===== src/rtl/store_unit.sv =====
// store_unit: queues aligned SW/SH/SB requests, encodes strobes and
// lane-replicated data, and issues them in order on the data write port.
//
// Ports:
//   clk, reset        clock, synchronous active-high reset
//   st_valid/ready    store request handshake from MEM
//   st_type/addr/data store request payload
//   st_ades           combinational misalign flag
//   data_*            SRAM-like write port (req/addr_ok/data_ok)
//   busy              FIFO non-empty or write in flight
// Optional macro STORE_UNIT_HAZARD_EN adds ld_addr / ld_hazard, which flag
// a load that hits the same word as any queued store.
module store_unit #(
    parameter int DEPTH = 2
) (
    input  logic        clk,
    input  logic        reset,
    input  logic        st_valid,
    output logic        st_ready,
    input  logic [1:0]  st_type,
    input  logic [31:0] st_addr,
    input  logic [31:0] st_data,
    output logic        st_ades,
    output logic        data_req,
    output logic        data_wr,
    output logic [1:0]  data_size,
    output logic [31:0] data_addr,
    output logic [3:0]  data_wstrb,
    output logic [31:0] data_wdata,
    input  logic        data_addr_ok,
    input  logic        data_data_ok,
    output logic        busy
`ifdef STORE_UNIT_HAZARD_EN
    ,
    input  logic [31:0] ld_addr,
    output logic        ld_hazard
`endif
);

    localparam int AW = (DEPTH > 1) ? $clog2(DEPTH) : 1;

    typedef enum logic [1:0] {
        IDLE,
        REQ,
        WAIT
    } state_t;

    state_t state, state_nxt;

    logic [31:0]   mem_addr  [DEPTH];
    logic [1:0]    mem_size  [DEPTH];
    logic [3:0]    mem_wstrb [DEPTH];
    logic [31:0]   mem_wdata [DEPTH];

    logic [AW-1:0] wr_ptr, rd_ptr;
    logic [AW:0]   count, count_nxt;
    logic          full, push, pop;

    logic [1:0]    enc_size;
    logic [3:0]    enc_wstrb;
    logic [31:0]   enc_wdata;
    logic          is_sh, is_sw;

    // Reserved type 3 behaves exactly like SW.
    assign is_sh   = (st_type == 2'd1);
    assign is_sw   = (st_type == 2'd0) || (st_type == 2'd3);
    assign st_ades = st_valid &
                     ((is_sh & st_addr[0]) |
                      (is_sw & (st_addr[1:0] != 2'b00)));

    // st_ready comes from registered count only, so a full FIFO refuses
    // a push even when the head retires in the same cycle.
    assign full     = (count == (AW+1)'(DEPTH));
    assign st_ready = !full;
    assign push     = st_valid & st_ready & !st_ades;
    assign pop      = (state == WAIT) & data_data_ok;

    always_comb begin
        enc_size  = 2'd2;
        enc_wstrb = 4'b1111;
        enc_wdata = st_data;
        case (st_type)
            2'd1: begin
                enc_size  = 2'd1;
                enc_wstrb = st_addr[1] ? 4'b1100 : 4'b0011;
                enc_wdata = {2{st_data[15:0]}};
            end
            2'd2: begin
                enc_size  = 2'd0;
                enc_wstrb = 4'b0001 << st_addr[1:0];
                enc_wdata = {4{st_data[7:0]}};
            end
            default: ;
        endcase
    end

    always_comb begin
        count_nxt = count;
        if (push && !pop)
            count_nxt = count + (AW+1)'(1);
        else if (pop && !push)
            count_nxt = count - (AW+1)'(1);
    end

    always_ff @(posedge clk) begin
        if (reset) begin
            wr_ptr <= '0;
            rd_ptr <= '0;
            count  <= '0;
        end else begin
            if (push)
                wr_ptr <= wr_ptr + AW'(1);
            if (pop)
                rd_ptr <= rd_ptr + AW'(1);
            count <= count_nxt;
        end
    end

    // Entry storage needs no reset: validity is tracked by count.
    always_ff @(posedge clk) begin
        if (push) begin
            mem_addr[wr_ptr]  <= st_addr;
            mem_size[wr_ptr]  <= enc_size;
            mem_wstrb[wr_ptr] <= enc_wstrb;
            mem_wdata[wr_ptr] <= enc_wdata;
        end
    end

    always_ff @(posedge clk) begin
        if (reset)
            state <= IDLE;
        else
            state <= state_nxt;
    end

    always_comb begin
        state_nxt = state;
        case (state)
            IDLE:
                if (count != '0)
                    state_nxt = REQ;
            REQ:
                if (data_addr_ok)
                    state_nxt = WAIT;
            WAIT:
                if (data_data_ok)
                    state_nxt = (count_nxt != '0) ? REQ : IDLE;
            default:
                state_nxt = IDLE;
        endcase
    end

    always_comb begin
        data_req = (state == REQ);
        data_wr  = (state == REQ);
        busy     = (count != '0) || (state != IDLE);
    end

    // Payload is always the FIFO head, so it stays stable across a stall.
    assign data_addr  = mem_addr[rd_ptr];
    assign data_size  = mem_size[rd_ptr];
    assign data_wstrb = mem_wstrb[rd_ptr];
    assign data_wdata = mem_wdata[rd_ptr];

`ifdef STORE_UNIT_HAZARD_EN
    logic [AW-1:0] off;
    logic [1:0]    unused_ld_lo;

    assign unused_ld_lo = ld_addr[1:0];

    // An entry is live when its distance from the head is below count;
    // the in-flight head stays live until its data_data_ok pops it.
    always_comb begin
        ld_hazard = 1'b0;
        off       = '0;
        for (int i = 0; i < DEPTH; i++) begin
            off = AW'(i) - rd_ptr;
            if (({1'b0, off} < count) &&
                (mem_addr[i][31:2] == ld_addr[31:2]))
                ld_hazard = 1'b1;
        end
    end
`endif

endmodule


===== config.mk =====
export PLATFORM = sky130hd
export DESIGN_NAME = store_unit
export DESIGN_NICKNAME = d
export VERILOG_FILES = /design/src/rtl/store_unit.sv
export SDC_FILE = /design/constraint.sdc
export NUM_CORES = 1
export LEC_CHECK = 0
export ABC_CLOCK_PERIOD_IN_PS = 15290
export BUFFER_PORTS_ARGS = -buffer_cell sky130_fd_sc_hd__buf_2
export CAP_MARGIN = 20
export CELL_PAD_IN_SITES_DETAIL_PLACEMENT = 0
export CELL_PAD_IN_SITES_GLOBAL_PLACEMENT = 1
export CORE_MARGIN = 2
export CORE_UTILIZATION = 47
export CTS_CLUSTER_DIAMETER = 200
export DETAILED_ROUTE_END_ITERATION = 12
export PLACE_DENSITY = 0.83
export SLEW_MARGIN = 20
export SYNTH_ARGS = -nofsm -noshare
export SYNTH_HDL_FRONTEND = slang
export SYNTH_SLANG_ARGS = --single-unit

===== constraint.sdc =====
create_clock -name clk -period 15.29 [get_ports clk]
set_clock_uncertainty 0.05 [all_clocks]
set_input_delay 2.2935 -clock clk [delete_from_list [all_inputs] [get_ports clk]]
set_output_delay 2.2935 -clock clk [all_outputs]
set_load 0.01 [all_outputs]

==> out/qor.txt, run 1 <==
run status: complete, no violations
CP max stage cell: ha_1
RD Place Congestion: 0.8166
Synth Area in Adders: 1.244%
mux cell area share after synthesis: 13.29%
Rows: 41
Total Routed Length: 11.36 mm
Hold Startpoint: rd_ptr$_SDFFE_PP0P_
Max clock buf depth: 2
gr usage total: 17.00%
WHS: 0.4678 ns
largest net degree at the start of global routing: 71
CP required: 12.95 ns
Post-Syn Instances: 350
fin cells: 683
type of element capturing the critical path: primary output
worst IR drop on VDD: 0.06350 mV
Synth Register Bits: 147
GR met3 Demand/Resource: 5.034%
synthesized cell area: 0.005933 mm^2
crit path cell chain: buf_2 -> inv_1 -> ha_1 -> nand2_1 -> a21boi_1 -> buf_2
crit path max fanout: 14
register area share after synthesis: 73.22%
first-pass GRT wire length: 16.86 mm
Yosys warning total: 0
Worst R2R Start: count[0]$_SDFF_PP0_
HPWL Detailed: 7.508 mm
Crit path max-delay family: adder cells
core area: 0.01247 mm^2
Critical path buffers and inverters: 3
vias in the first global route: 3381
Die W: 116.4 um
Rel. slew slack: 37.22%
max-slew violation count: 0
Buffers on Ports: 145
RSZ-0062 raised after global routing: false
global routing usage on met1: 20.77%
IO Count: 146
Synth Area in Simple Gates: 4.344%
r2r setup slk: 12.56 ns
RR Endpoint: mem_addr[1][10]$_DFFE_PP_
kind of critical path: input pin to primary output
Final setup viols: 0
Storage cell area: 0.004348 mm^2
crit-path max cell delay: 0.49 ns
Power, Total: 1.068 mW
fmax: 0.1718 GHz
TritonCTS buffer count: 17
fin crit share: 38.07%
CTS tree: built
CTS hold repair buffers: 0
Post-DRT Antenna Nets: 0
layout cells sized above 1: 46.38%
Hold Crit Class: flop to flop
DR WL/cell: 16.63 um
CP Data Arrival Time: 3.48 ns
worst-margin pin slew: 0.9416 ns
Hold Fails Final Rpt: 0
main combinational cell family by area after synthesis: multiplexers
# clock sinks: 147
chip height: 116.4 um
min Tclk post-route: 5.821 ns
xor and xnor fraction of the mapped netlist area: 0.5905%
Worst-path clk slew: 0.05 ns
Initial Utilization: 47.60%
Starting DRT DRC Count: 268
post-synth net total: 426
mean area per synthesized cell: 16.95 um^2
Yosys cell types: 36
initial antenna violation count: 0
Layout Area Growth over Synthesis: 24.67%
post-CTS setup buffers: 0
footprint of the multi-input gates: 0.001486 mm^2
GR Overflow Total: 0
hold path cells: 2
grt peak-use layer: met2
leakage: 2.784 nW
# DRC: 0
worst reg2reg path depth: 6
NumNets Final: 574
# diodes: 0
setup_tns: 0 ns
H-Tree Depth: 4
Die ar.: 0.01354 mm^2
Placed Instances: 651
most frequent CP cell: buf_2
PD cells: 144.3 mW/mm^2
GR Layer Usage met2: 27.95%
fill count: 1008
clk_lat worst skew: 0.41 ns
Worst Setup Start Kind: input pin
Vias/cell: 5.067
root buffer cell: clkbuf_16
quantity of gates resized following cts: 0
Max-Cap Viols: 0
drt pass-1 iters: 4
Compound-Gate Fraction of Synth Area: 5.335%
routed vias: 3461
metal layers:
metal / vias to the layer above / routed length (um)
li1: 1637 / -
met1: 1702 / 4798
met2: 107 / 5715
met3: 15 / 643
met4: 0 / 201
met5: - / 0
synthesized netlist by cell type:
| cell type | number | area, um^2 |
|---|---|---|
| a211oi_1 | 2 | 15.01 |
| a21boi_1 | 1 | 7.510 |
| a21o_1 | 3 | 22.52 |
| a221oi_2 | 1 | 15.01 |
| a22o_1 | 8 | 70.07 |
| a22oi_1 | 8 | 60.06 |
| a311o_1 | 1 | 10.01 |
| a41oi_1 | 1 | 8.760 |
| and3b_1 | 1 | 8.760 |
| buf_2 | 7 | 35.03 |
| buf_4 | 1 | 7.510 |
| buf_6 | 1 | 11.26 |
| clkbuf_1 | 10 | 37.54 |
| dfxtp_1 | 7 | 140.1 |
| edfxtp_1 | 140 | 4204 |
| ha_1 | 5 | 62.56 |
| inv_1 | 7 | 26.28 |
| maj3_2 | 1 | 11.26 |
| mux2_1 | 17 | 191.4 |
| mux2_2 | 53 | 596.8 |
| nand2_1 | 26 | 97.59 |
| nand2b_1 | 4 | 25.02 |
| nand3_1 | 2 | 10.01 |
| nand3_4 | 1 | 17.52 |
| nand3b_1 | 2 | 15.01 |
| nor2_1 | 7 | 26.28 |
| nor2b_1 | 4 | 25.02 |
| nor4_1 | 1 | 6.260 |
| o21ai_0 | 12 | 60.06 |
| o21ai_1 | 6 | 30.03 |
| o21ai_2 | 1 | 8.760 |
| o22a_1 | 1 | 8.760 |
| or2_1 | 2 | 12.51 |
| or2_2 | 1 | 6.260 |
| or4_1 | 1 | 7.510 |
| xnor2_1 | 4 | 35.03 |
cells by family after synthesis:
group,Yosys count
AOI/OAI and AO/OA,45
xor gates and xnor gates,4
adders and majority gates,6
buffers and inverters,26
DFF,147
muxes,70
and+or+nand+nor,52
stage by stage:
step	setup slack, ns	instance area, um^2	util [%]
2_1_floorplan	8.890	5933	-
3_3_place_gp	9.477	6824	54.74
3_5_place_dp	9.457	6824	54.74
4_1_cts	9.456	7397	59.34
5_1_grt	9.359	7397	59.34
6_report	9.469	7397	59.34
sequential cells by signal, summed over array words and instances (netlist names), named ones only:
register   flops
mem_size       4
mem_addr      64
state          2
mem_wdata     64
rd_ptr         1
count          2
wr_ptr         1
mem_wstrb      8
layout make-up:
class | instances | area share, %
Timing Repair Buffer | 148 | 10.12
Tap cell | 172 | 2.909
Clock inverter | 5 | 0.6766
Inverter | 7 | 0.3552
Multi-Input combinational cell | 177 | 20.09
Clock buffer | 27 | 7.070
Sequential cell | 147 | 58.78
power breakdown:
| part | switching [mW] | internal (mW) |
|---|---|---|
| sequential | 0.0160 | 0.491 |
| combinational | 0.0943 | 0.0736 |
| clock | 0.144 | 0.249 |
| total | 0.254 | 0.813 |
cells in the final DEF, fill, tap and decap left out, types with 2 or more instances in the layout:
cell	Yosys	routed
a22o_1	8	8
nor2_4	0	2
nor2b_1	4	4
dfxtp_1	7	6
edfxtp_1	140	140
clkbuf_1	10	4
inv_1	7	7
mux2_1	17	17
ha_1	5	5
nand3b_1	2	2
a21o_1	3	3
clkbuf_16	0	17
clkbuf_8	0	6
a22oi_1	8	8
nand2b_1	4	4
or2_1	2	2
clkinv_2	0	4
o21ai_0	12	12
nand2_1	26	26
a211oi_1	2	2
buf_4	1	3
mux2_2	53	53
nor2_1	7	5
o21ai_1	6	6
nand3_1	2	2
buf_2	7	145
xnor2_1	4	4
worst min-delay path, stage by stage, from the launching register on:
cell     delay [ns]
dfxtp_1        0.33
xnor2_1        0.08
nor2_1         0.07
worst max-delay path by stage:
stage | slack, ns | endpoint | start | cells after the start
finish | 9.47 | st_ades | st_type[1] | 6
global placement | 9.48 | st_ades | st_type[0] | 7
CTS | 9.46 | st_ades | st_type[0] | 7
global route | 9.36 | st_ades | st_type[1] | 6
detailed placement | 9.46 | st_ades | st_type[0] | 7
floorplan | 8.89 | mem_addr[0][0]$_DFFE_PP_ | st_type[0] | 5
No activity file was read; power rests on OpenSTA's default activity.
==> run 2: changes to the inputs <==
--- a/config.mk
+++ b/config.mk
@@ -5,16 +5,16 @@
 export SDC_FILE = /design/constraint.sdc
 export NUM_CORES = 1
 export LEC_CHECK = 0
-export ABC_CLOCK_PERIOD_IN_PS = 15290
+export ABC_CLOCK_PERIOD_IN_PS = 5850
 export BUFFER_PORTS_ARGS = -buffer_cell sky130_fd_sc_hd__buf_2
 export CAP_MARGIN = 20
 export CELL_PAD_IN_SITES_DETAIL_PLACEMENT = 0
 export CELL_PAD_IN_SITES_GLOBAL_PLACEMENT = 1
 export CORE_MARGIN = 2
-export CORE_UTILIZATION = 47
+export CORE_UTILIZATION = 44
 export CTS_CLUSTER_DIAMETER = 200
 export DETAILED_ROUTE_END_ITERATION = 12
-export PLACE_DENSITY = 0.83
+export PLACE_DENSITY = 0.79
 export SLEW_MARGIN = 20
 export SYNTH_ARGS = -nofsm -noshare
 export SYNTH_HDL_FRONTEND = slang
==> constraint.sdc (replaced) <==
create_clock -name clk -period 5.85 [get_ports clk]
set_clock_uncertainty 0.05 [all_clocks]
set_input_delay 0.8775 -clock clk [delete_from_list [all_inputs] [get_ports clk]]
set_output_delay 0.8775 -clock clk [all_outputs]
set_load 0.01 [all_outputs]
==> run 2 against run 1 <==
Total power rose to 2.8 times the previous value. Hold slack improved by 0.0047 ns. Clock power rose to 3.0 times the previous value. Wire length rose by 4.8%. Critical path depth rose by 2. Combinational power rose to 2.6 times the previous value. First-iteration DRC count rose by 9.0%. Sequential power rose to 2.6 times the previous value. Highest routed layer unchanged. Critical path type is now input pin to flop. Sequential share of layout area fell by 0.69 points. Setup slack got worse by 6.8 ns. Die area rose by 6.6%.
==> out/qor.txt, run 2 (synthesized netlist as in run 1, its figures left out) <==
run status: complete, no violations
crit path max fanout: 49 (+35)
core area: 0.01319 mm^2 (+5.8%)
chip height: 120.1 um (+3.2%)
routed vias: 3487 (+0.75%)
CP Depth: 8 (+2)
Rows: 42 (+2.4%)
RD Place Congestion: 0.8003 (-2.0%)
layout cells sized above 1: 46.97% (+0.59 points)
Rel. slew slack: 36.49% (-0.74 points)
RSZ-0062 raised after global routing: false
quantity of gates resized following cts: 0 (unchanged)
Power, Total: 2.948 mW (+180%)
IO Count: 146 (unchanged)
drt pass-1 iters: 5 (+1)
max-slew violation count: 0 (unchanged)
type of element capturing the critical path: flop
NumNets Final: 574 (unchanged)
most frequent CP cell: buf_4
kind of critical path: input pin to flop
CP max stage cell: buf_4
worst IR drop on VDD: 0.1936 mV (+200%)
leakage: 2.802 nW (+0.67%)
H-Tree Depth: 4 (unchanged)
setup_tns: 0 ns (unchanged)
Worst R2R Start: count[0]$_SDFF_PP0_
crit path cell chain: buf_2 -> inv_1 -> ha_1 -> buf_4 -> o21ai_2 -> nand3_4 -> nor2_4 -> buf_4
most frequent cells in the layout: buf_2 (145), edfxtp_1 (140), mux2_2 (53)
# diodes: 0 (unchanged)
fin crit share: 53.81%
Critical path buffers and inverters: 4 (+1)
most common cell after layout, fill and taps aside: buf_2
min Tclk post-route: 3.148 ns
Layout Area Growth over Synthesis: 26.15%
# DRC: 0 (unchanged)
GR Overflow Total: 0 (unchanged)
root buffer cell: clkbuf_16
first-pass GRT wire length: 17.88 mm (+6.0%)
Post-DRT Antenna Nets: 0 (unchanged)
CTS hold repair buffers: 0 (unchanged)
Final setup viols: 0 (unchanged)
vias in the first global route: 3426 (+1.3%)
Starting DRT DRC Count: 292 (+9.0%)
WHS: 0.4725 ns (+0.004695 ns)
crit-path max cell delay: 0.66 ns (+0.17 ns)
r2r setup slk: 3.05 ns (-9.51 ns)
Buffers on Ports: 145 (unchanged)
largest net degree at the start of global routing: 71 (unchanged)
Die W: 120.1 um (+3.2%)
Hold Crit Class: flop to flop
DR WL/cell: 17.33 um (+4.2%)
PD cells: 393.8 mW/mm^2 (+170%)
Crit path max-delay family: buffers and inverters
Max-Cap Viols: 0 (unchanged)
CP Data Arrival Time: 3.14 ns (-0.34 ns)
fmax: 0.3177 GHz
Hold Fails Final Rpt: 0 (unchanged)
gr usage total: 16.51% (-0.48 points)
Vias/cell: 5.076 (+0.16%)
Total Routed Length: 11.90 mm (+4.8%)
RR Endpoint: mem_wdata[0][13]$_DFFE_PP_
Worst-path clk slew: 0.06 ns (about the same)
worst-margin pin slew: 0.9527 ns (+0.01106 ns)
CP required: 5.84 ns (-7.11 ns)
HPWL Detailed: 7.811 mm (+4.0%)
footprint of the multi-input gates: 0.001486 mm^2 (unchanged)
initial antenna violation count: 0 (unchanged)
fill count: 1082 (+7.3%)
Worst Setup Start Kind: input pin
Max clock buf depth: 2 (unchanged)
Storage cell area: 0.004348 mm^2 (unchanged)
# clock sinks: 147 (unchanged)
worst reg2reg path depth: 6 (unchanged)
CTS tree: built
TritonCTS buffer count: 17 (unchanged)
post-CTS setup buffers: 0 (unchanged)
worst-case hold path end point: rd_ptr$_SDFFE_PP0P_
largest registers: mem_addr (64), mem_wdata (64), mem_wstrb (8)
Die ar.: 0.01443 mm^2 (+6.6%)
Hold Startpoint: rd_ptr$_SDFFE_PP0P_
hold path cells: 2 (unchanged)
clk_lat worst skew: 0.41 ns (about the same)
Initial Utilization: 44.98% (-2.6 points)
run 2: worst reg2reg max path, cell delays in order (launching register included):
cell and delay (ns):
dfxtp_1 0.39, inv_1 0.11, ha_1 0.22, nor2b_1 0.24
nand3_4 0.19, nor2_4 0.54, buf_4 0.67
run 2: worst max-delay path by stage:
stage                                      end  startpoint  slack [ns]
floorplan             mem_addr[0][0]$_DFFE_PP_  st_type[0]        0.87
global placement    mem_wdata[0][19]$_DFFE_PP_  st_type[0]        2.32
detailed placement  mem_wdata[0][19]$_DFFE_PP_  st_type[0]        2.23
CTS                 mem_wdata[0][13]$_DFFE_PP_  st_type[0]        2.67
global route        mem_wdata[0][13]$_DFFE_PP_  st_type[0]        2.54
finish              mem_wdata[0][13]$_DFFE_PP_  st_type[0]        2.70
run 2: where the power goes:
group	switching (mW)	total, mW	internal, mW
logic	0.252	0.444	0.192
registers	0.0419	1.32	1.28
clock network	0.417	1.18	0.762
total	0.711	2.95	2.24
run 2: per-layer routing:
layer | global-route usage [%] | share of wire [%] | up-vias | wire, um
met2 | 25.25 | 48 | 134 | 5682
met3 | 5.323 | 6.7 | 9 | 797
li1 | - | - | 1637 | -
met5 | 0 | 0 | - | 0
met4 | 5.588 | 1.1 | 0 | 133
met1 | 22.36 | 44 | 1707 | 5290
run 2: layout make-up:
cell class	count	share of cell area [%]
clock inverters	15	3.076
repair buffers	148	9.997
inverters	7	0.3511
well taps	176	2.942
multi-input cells	177	19.86
clock buffers	17	5.684
flip-flops and latches	147	58.09
run 2: stage by stage:
step | cells | util [%] | worst slack (ns) | cell area (um^2)
2_1_floorplan | 350 | - | 0.8664 | 5933
3_3_place_gp | 655 | 51.77 | 2.319 | 6829
3_5_place_dp | 655 | 51.77 | 2.228 | 6829
4_1_cts | 687 | 56.74 | 2.669 | 7485
5_1_grt | 687 | 56.74 | 2.541 | 7485
6_report | 687 | 56.74 | 2.702 | 7485
==> run 3: changes to the inputs <==
--- a/config.mk
+++ b/config.mk
@@ -5,7 +5,8 @@
 export SDC_FILE = /design/constraint.sdc
 export NUM_CORES = 1
 export LEC_CHECK = 0
-export ABC_CLOCK_PERIOD_IN_PS = 5850
+export ABC_AREA = 1
+export ABC_CLOCK_PERIOD_IN_PS = 3300
 export BUFFER_PORTS_ARGS = -buffer_cell sky130_fd_sc_hd__buf_2
 export CAP_MARGIN = 20
 export CELL_PAD_IN_SITES_DETAIL_PLACEMENT = 0
==> constraint.sdc (replaced) <==
create_clock -name clk -period 3.3 [get_ports clk]
set_clock_uncertainty 0.05 [all_clocks]
set_input_delay 0.495 -clock clk [delete_from_list [all_inputs] [get_ports clk]]
set_output_delay 0.495 -clock clk [all_outputs]
set_load 0.01 [all_outputs]
==> run 3 against run 2 <==
Final area hardly changed. Setup slack worse by 1.9 ns. Global-route usage rose by 0.14 points. Wire length down 1.3%.
==> out/qor.txt, run 3 <==
post-synth net total: 444 (+4.2%)
crit-path max cell delay: 0.97 ns (+0.31 ns)
largest net degree at the start of global routing: 71 (unchanged)
root buffer cell: clkbuf_16
Logic pwr share: 18.7% (+3.6 points)
CP Data Arrival Time: 1.99 ns (-1.15 ns)
crit path max fanout: 70 (+43%)
chip height: 120.1 um (about the same)
mean area per synthesized cell: 16.13 um^2 (-4.9%)
Final setup viols: 0 (unchanged)
leakage: 2.910 nW (+3.9%)
# DRC: 0 (unchanged)
Initial Utilization: 44.99% (about the same)
IO Count: 146 (unchanged)
setup_tns: 0 ns (unchanged)
NetSw: 1.327 mW (+87%)
Post-Syn Instances: 368 (+5.1%)
core area: 0.01319 mm^2 (unchanged)
Buffers on Ports: 145 (unchanged)
synth top area cells: edfxtp_1 (71%), mux2_2 (13%), nand2_1 (3.9%)
type of element capturing the critical path: primary output
PD cells: 705.1 mW/mm^2 (+79%)
post-route cell area: 0.007481 mm^2 (about the same)
most common flop cell mapped by yosys: edfxtp_1
H-Tree Depth: 4 (unchanged)
Reg power frac: 46.3% (+1.4 points)
RD Place Congestion: 0.8010 (about the same)
Vias/cell: 4.976 (-2.0%)
post-CTS setup buffers: 0 (unchanged)
Rows: 42 (unchanged)
Hold Crit Class: input pin to flop
HPWL Detailed: 7.947 mm (+1.7%)
drt pass-1 iters: 4 (-1)
gr usage total: 16.65% (+0.14 points)
fmax: 0.3943 GHz
Total Routed Length: 11.75 mm (-1.3%)
most frequent cells in the layout: buf_2 (145), edfxtp_1 (140), mux2_2 (70)
RSZ-0062 raised after global routing: false
Crit path max-delay family: flip-flops
CTS tree: built
DR WL/cell: 16.45 um (-5.0%)
Clock Power Share: 35.1% (-4.9 points)
CTS hold repair buffers: 0 (unchanged)
most common cell after layout, fill and taps aside: buf_2
post-synth top area cell: edfxtp_1
Yosys warning total: 0 (unchanged)
vias in the first global route: 3454 (+0.82%)
Yosys top cell area share: 70.84% (about the same)
Critical path buffers and inverters: 1 (-3)
run status: complete, no violations
top-count cell post-synth: edfxtp_1
layout cells sized above 1: 50.19% (+3.2 points)
Placed Instances: 680 (+3.8%)
fin cells: 714 (+3.9%)
fill count: 1090 (+0.74%)
CP max stage cell: dfxtp_4
footprint of the multi-input gates: 0.001463 mm^2 (-1.6%)
Synth Register Bits: 147 (unchanged)
ys async rst share: 0% (unchanged)
Starting DRT DRC Count: 231 (-21%)
Post-synth EDFFs: 140 (unchanged)
sw frac: 25.16% (+1.0 points)
quantity of gates resized following cts: 0 (unchanged)
largest registers: mem_addr (64), mem_wdata (64), mem_wstrb (8)
placed inst area: 0.006900 mm^2 (+1.0%)
crit path cell chain: mux2_2 -> buf_2
kind of critical path: flop to primary output
Hold Fails Final Rpt: 0 (unchanged)
worst IR drop on VDD: 0.3862 mV (+99%)
Post-synth top cells: edfxtp_1 (140), mux2_2 (70), nand2_1 (61)
Rel. slew slack: 36.92% (+0.43 points)
clk_lat worst skew: 0.41 ns (about the same)
register area share after synthesis: 73.20% (about the same)
Yosys cell types: 27 (-25%)
TritonCTS buffer count: 17 (unchanged)
Die ar.: 0.01443 mm^2 (about the same)
Max-Cap Viols: 0 (unchanged)
worst-margin pin slew: 0.9462 ns (-0.006504 ns)
fin crit share: 76.85%
first-pass GRT wire length: 17.60 mm (-1.5%)
# clock sinks: 147 (unchanged)
Power, Total: 5.275 mW (+79%)
routed vias: 3553 (+1.9%)
GR Overflow Total: 0 (unchanged)
NumNets Final: 599 (+4.4%)
Storage cell area: 0.004348 mm^2 (unchanged)
Die W: 120.1 um (about the same)
Max clock buf depth: 2 (unchanged)
Layout Area Growth over Synthesis: 26.06% (about the same)
Worst-path clk slew: 0.05 ns (about the same)
initial antenna violation count: 2 (+2)
Post-DRT Antenna Nets: 0 (unchanged)
Worst Setup Start Kind: flop
max-slew violation count: 0 (unchanged)
Pint: 3.948 mW (+77%)
min Tclk post-route: 2.536 ns
CP required: 2.75 ns (-3.09 ns)
synthesized cell area: 0.005934 mm^2 (about the same)
WHS: 0.2285 ns (-0.2440 ns)
==> run 3: cell count changes in the layout (fill, tap and decap cells not counted), sizes merged, moves of 4 or more <==
cell | before | now
xnor2 | 4 | 0
inv | 10 | 16
clkinv | 3 | 8
a32oi | 0 | 8
a22o | 8 | 0
nor2b | 4 | 0
nor2 | 7 | 13
o21ai | 19 | 9
a22oi | 8 | 0
nand2 | 26 | 68
nand3 | 3 | 8
nand2b | 4 | 0
a21oi | 0 | 6
==> run 3: kinds of logic (layout without fill, tap and decap cells) <==
family / Yosys count / after routing / synth area share, %
mux: 70 / 70 / 13.28
compound gates: 24 / 24 / 2.572
simple gates: 90 / 90 / 7.337
xor+xnor: 1 / 1 / 0.1476
other cells: 0 / 2 / 0
fa+ha+maj: 5 / 5 / 1.054
flops: 147 / 147 / 73.20
buf+inv: 31 / 199 / 2.404
==> run 3: stage by stage <==
step | utilization (%) | setup slack [ns]
6_report | 56.72 | 0.7640
5_1_grt | 56.72 | 0.6247
4_1_cts | 56.68 | 0.6927
3_5_place_dp | 52.31 | 0.7499
3_3_place_gp | 52.31 | 0.7843
2_1_floorplan | - | 0.5299
==> run 3: final timing paths <==
path	from	end	slack, ns	depth (start not counted)
max	flop	data_wdata[13]	0.76	2
min	st_addr[16]	mem_addr[0][16]$_DFFE_PP_	0.23	1
max reg2reg	count[0]$_SDFF_PP0_	mem_addr[1][15]$_DFFE_PP_	1.26	6
min reg2reg	rd_ptr$_SDFFE_PP0P_	rd_ptr$_SDFFE_PP0P_	0.46	2
==> run 3: area by class of cell <==
type                            count  area share [%]
Antenna cell                        2         0.06690
Clock buffer                       20           5.837
Clock inverter                     12           1.856
Inverter                           17          0.9199
Multi-Input combinational cell    190           19.55
Sequential cell                   147           58.12
Tap cell                          176           2.944
Timing Repair Buffer              150           10.70
==> run 3: power groups by stage <==
| stage | logic, mW | clock network (mW) | registers, mW |
|---|---|---|---|
| floorplan | 0.634 | 0 | 2.44 |
| global placement | 0.984 | 0 | 2.47 |
| detailed placement | 0.997 | 0 | 2.48 |
| CTS | 1.00 | 1.89 | 2.45 |
| global route | 1.07 | 1.96 | 2.47 |
| finish | 0.985 | 1.85 | 2.44 |
==> run 3: layer usage <==
layer	vias up	part of all wire, %	global-route usage [%]
met5	-	0	0
met4	0	2.3	8.897
met1	1719	44	21.75
met3	20	6.3	4.753
li1	1676	-	-
met2	138	48	25.25
